--- src/rtl/ps_xb_pkg.sv ---
// Shared sizing and compute-unit index constants
// for the crossbar register file.
package ps_xb_pkg;
    localparam int XB_WRT  = 16;
    localparam int XB_NREG = 16;
    localparam int XB_AW   = 4;
    localparam int XB_NCU  = 3;

    localparam int CU_ALU = 0;
    localparam int CU_MUL = 1;
    localparam int CU_SHF = 2;
endpackage

--- src/rtl/xb_wr_arb.sv ---
// Compute-unit write arbiter: fixed-priority data
// select (ALU > MUL > SHF) and multi-writer detect.
module xb_wr_arb
    import ps_xb_pkg::*;
#(
    parameter int wrt = XB_WRT
) (
    input  logic [XB_NCU-1:0] cu_en,
    input  logic [wrt-1:0]    alu_res,
    input  logic [wrt-1:0]    mul_res,
    input  logic [wrt-1:0]    shf_res,
    output logic              wr_act,
    output logic [wrt-1:0]    wr_data,
    output logic              conflict
);
    logic a, m, s;

    assign a = cu_en[CU_ALU];
    assign m = cu_en[CU_MUL];
    assign s = cu_en[CU_SHF];

    assign wr_act   = a | m | s;
    assign conflict = (a & m) | (a & s) | (m & s);

    always_comb begin
        wr_data = '0;
        priority case (1'b1)
            a:       wr_data = alu_res;
            m:       wr_data = mul_res;
            s:       wr_data = shf_res;
            default: wr_data = '0;
        endcase
    end
endmodule

--- src/rtl/xb_regfile.sv ---
// Crossbar register file: two zero-latency read ports
// with write bypass, one CU write port and a load port.
module xb_regfile
    import ps_xb_pkg::*;
#(
    parameter int wrt  = XB_WRT,
    parameter int NREG = XB_NREG
) (
    input  logic              clk,
    input  logic              rst,
    input  logic [XB_AW-1:0]  ps_xb_rd_a0,
    input  logic [XB_AW-1:0]  ps_xb_raddy,
    input  logic [XB_AW-1:0]  ps_xb_wrt_a,
    input  logic [XB_NCU-1:0] ps_xb_w_cuEn,
    input  logic [wrt-1:0]    alu_res,
    input  logic [wrt-1:0]    mul_res,
    input  logic [wrt-1:0]    shf_res,
    input  logic              ld_req,
    input  logic [XB_AW-1:0]  ld_a,
    input  logic [wrt-1:0]    ld_d,
    output logic              ld_ack,
    output logic [wrt-1:0]    xb_dt_x,
    output logic [wrt-1:0]    xb_dt_y,
    input  logic              err_clr,
    output logic              xb_wr_err
);
    logic [wrt-1:0]   rf [NREG];
    logic [XB_AW-1:0] wa_q;
    logic             wr_act;
    logic             conflict;
    logic [wrt-1:0]   wr_data;
    logic             ld_go;

    xb_wr_arb #(.wrt(wrt)) u_arb (
        .cu_en    (ps_xb_w_cuEn),
        .alu_res  (alu_res),
        .mul_res  (mul_res),
        .shf_res  (shf_res),
        .wr_act   (wr_act),
        .wr_data  (wr_data),
        .conflict (conflict)
    );

    // CU writes own the port; a pending load waits for an idle cycle
    assign ld_go = ld_req & ~wr_act;

    always_ff @(posedge clk or posedge rst) begin
        if (rst) begin
            for (int i = 0; i < NREG; i++) rf[i] <= '0;
            wa_q      <= '0;
            ld_ack    <= 1'b0;
            xb_wr_err <= 1'b0;
        end else begin
            wa_q   <= ps_xb_wrt_a;
            ld_ack <= ld_go;
            if (wr_act)
                rf[wa_q] <= wr_data;
            else if (ld_req)
                rf[ld_a] <= ld_d;
            // a fresh conflict wins over a clear in the same cycle
            if (conflict)
                xb_wr_err <= 1'b1;
            else if (err_clr)
                xb_wr_err <= 1'b0;
        end
    end

    always_comb begin
        xb_dt_x = rf[ps_xb_rd_a0];
        xb_dt_y = rf[ps_xb_raddy];
        if (wr_act && ps_xb_rd_a0 == wa_q) xb_dt_x = wr_data;
        if (wr_act && ps_xb_raddy == wa_q) xb_dt_y = wr_data;
        if (rst) begin
            xb_dt_x = '0;
            xb_dt_y = '0;
        end
    end
endmodule

--- config.mk ---
export PLATFORM = sky130hd
export DESIGN_NAME = xb_regfile
export DESIGN_NICKNAME = d
export VERILOG_FILES = /design/src/rtl/ps_xb_pkg.sv /design/src/rtl/xb_wr_arb.sv /design/src/rtl/xb_regfile.sv
export SDC_FILE = /design/constraint.sdc
export NUM_CORES = 1
export LEC_CHECK = 0
export ABC_AREA = 0
export BUFFER_PORTS_ARGS = -buffer_cell sky130_fd_sc_hd__buf_2
export CORE_MARGIN = 3
export CORE_UTILIZATION = 55
export CTS_CLUSTER_SIZE = 28
export DETAILED_ROUTE_END_ITERATION = 6
export PLACE_DENSITY_LB_ADDON = 0.05
export SLEW_MARGIN = 10
export SYNTH_ARGS = -nofsm -noshare
export SYNTH_HDL_FRONTEND = slang
export SYNTH_HIERARCHICAL = 1
export SYNTH_SLANG_ARGS = --single-unit
--- constraint.sdc ---
create_clock -name clk -period 15.43 [get_ports clk]
set_clock_uncertainty 0.1 [all_clocks]
set_input_delay 0 -clock clk [delete_from_list [all_inputs] [get_ports clk]]
set_output_delay 0 -clock clk [all_outputs]
set_load 0.1 [all_outputs]
==> results.cfg <==
[run_status]
outcome = completed

[sta]
fin_crit_ns = 4.19
slew-limit-headroom = 0.110
hold_viol = 0
layout_setup_ws_ns = 11.24
fin_setup_tns_ns = 0
final-setup-viol-count = 0
worstMarginPinSlew_ns = 1.33
timing.fmax_ghz = 0.239
rsz0062_at_grt = no
slew_violations = 0
finalCritPeriodShare = 0.271

[placement]
place.gp.congestion = 0.940
dp_hpwl_um = 37100
port_buffers = 120
dp_slack_ns = 11.78

[floorplan]
start_util = 0.564
core_area_um2 = 29900
die_h_um = 181
die-width_um = 181
dieArea_um2 = 32700
io_pins = 121
num_rows = 63

[clock_network]
root_buffer = clkbuf_16
clkTransAtPathRegs_ns = 0.06
htree_levels = 1
cts_max_path_buffers = 3
cts_buffers = 30
insertion_delay_ns = 0.57
cts_setup_buffers = 0
cts_tree = yes
cts_sinks = 262

[synth]
ys.flop_type = dfrtp_1
yosys_warnings = 6
ys_seq_elements = 262
synth_nets = 1739
syn_area_per_cell_um2 = 10.2
netlist_area_um2 = 16800
yosysSeqAreaShare = 0.389
synth-edff-count = 0
netlist-cell-type-count = 44
synth_cells = 1652
async_reset_ff_frac = 1.00

[global_routing]
antenna_found_initial = 1
grt.total_usage = 0.359
grt_pass1_vias = 14300
grt_pass1_wl_um = 89800
grt_start_max_net_pins = 119
overflow = 0

[route]
postRouteAntennaNets = 0
dr.pass1.iters = 6
wl_per_cell_um = 28.3
wirelength_um = 59400
via_per_inst = 6.94
drtIter0Drc = 2002
drc = 0
dr_total_vias = 14600

[worst_setup_path]
reg2reg_slack_ns = 11.81
end_kind = output port
critPathArrivalTime_ns = 4.09
worstPathRequired_ns = 15.33
cp-start-kind = flip-flop
crit_path_max_fanout = 17
path_class = reg -> out

[pwr]
ir_drop_mv = 0.0985
pwr-share-comb = 0.283
clock_power_share = 0.325
power_frac_seq = 0.391
power.switching_mw = 0.836
p_leak_nw = 7.91
powerDensity_nw_per_um2 = 134
netSwitchingFraction = 0.334
p_int_mw = 1.67

[flow_run]
drv_cap = 0

[layout]
final_cell_mix = 277 x nand2_1, 262 x dfrtp_1, 257 x inv_1
layout-drive-gt1-share = 0.227
final_common_cell = nand2_1
area_delta_synth_final_pct = 11.4
nets = 1772

[worst_hold_path]
min-delay-path-class = in -> reg
-- metrics by stage --
| step | area, um^2 | total power, mW | cells | hold WS (ns) | utilization |
|---|---|---|---|---|---|
| floorplan | 16800 | 1.49 | 1652 | -0.0686 | - |
| global placement | 17400 | 1.65 | 2016 | 0.00937 | 0.581 |
| detailed placement | 17400 | 1.68 | 2016 | 0.0100 | 0.581 |
| CTS | 18800 | 2.49 | 2098 | 0.0000875 | 0.628 |
| global route | 18800 | 2.61 | 2099 | 0.00435 | 0.628 |
| finish | 18800 | 2.50 | 2099 | 0.0140 | 0.628 |
-- flip-flops by register name, indices dropped and copies added, names as in the netlist --
| signal | flops |
|---|---|
| wa_q | 4 |
| rf | 256 |
| xb_wr_err | 1 |
| ld_ack | 1 |
-- layout make-up --
cell class / instances / area (um^2)
Fill cell: 2423 / 11100
Multi-Input combinational cell: 945 / 8420
Sequential cell: 262 / 6560
Timing Repair Buffer: 188 / 1190
Inverter: 258 / 976
Clock buffer: 39 / 866
Tap cell: 390 / 488
Clock inverter: 16 / 264
Antenna cell: 1 / 2.50
-- power by group through the flow --
stage,clock network [mW],logic [mW],registers (mW)
after global routing,0.848,0.759,0.999
after floorplan,0,0.543,0.943
after detailed placement,0,0.690,0.986
after CTS,0.821,0.698,0.974
final,0.815,0.710,0.980
after global placement,0,0.677,0.975
-- timing repair --
item | 4_1_cts | 5_1_grt
setup endpoints to repair | 0 | 0
hold buffers | 27 | 0
endpoints found under the hold margin | 209 | 0
resized for setup | 0 | 0
-- final timing paths --
kind                                         start             endpoint  depth (start not counted)
worst min-delay path                ps_xb_wrt_a[1]    wa_q[1]$_DFF_PP0_                          2
worst max-delay path             wa_q[3]$_DFF_PP0_           xb_dt_x[5]                          5
worst max register to register   wa_q[3]$_DFF_PP0_   rf[66]$_DFFE_PP0P_                          4
worst min register to register  rf[47]$_DFFE_PP0P_   rf[47]$_DFFE_PP0P_                          2
min in group asynchronous                      rst   rf[16]$_DFFE_PP0P_                          3
max in group asynchronous                      rst  rf[209]$_DFFE_PP0P_                          4
-- per-layer routing --
layer	global-route usage	up-vias	wire (um)
met2	0.547	1000	26800
met1	0.503	7249	22800
li1	-	6147	-
met5	0	-	0
met3	0.0906	175	7130
met4	0.134	0	2660
-- cells by family after synthesis --
family	share of synthesized area
AOI/OAI and AO/OA	0.216
xor gates and xnor gates	0.00416
adders and majority gates	0.000595
buffers and inverters	0.111
DFF	0.389
muxes	0.171
and+or+nand+nor	0.108
-- synthesized netlist by cell type (all sizes together), types with 4 or more instances --
library cell,n,share of area
a22o,16,0.0083
inv,258,0.058
a21o,17,0.0076
o221ai,256,0.13
a22oi,64,0.029
xor2,8,0.0042
o2111ai,6,0.0054
nand3b,17,0.0083
nor2b,24,0.0091
clkbuf,74,0.017
a21oi,33,0.0098
and2,4,0.0015
buf,113,0.036
nand2b,21,0.0078
nor4,4,0.0042
a221oi,16,0.0083
dfrtp,262,0.39
o211ai,9,0.0055
o22ai,6,0.0033
nor3,8,0.0077
nor2,11,0.0039
nand2,279,0.063
mux4,128,0.17
o21bai,10,0.0058
-- worst max-delay path, cell delays in order, from the launching register on --
cell and delay (ns):
dfrtp_1 0.98, xor2_1 0.21, nor4_4 0.83, and2_1 0.83, a21o_1 0.23, buf_2 0.42
Note: power is estimated with default switching activity, not from simulation.
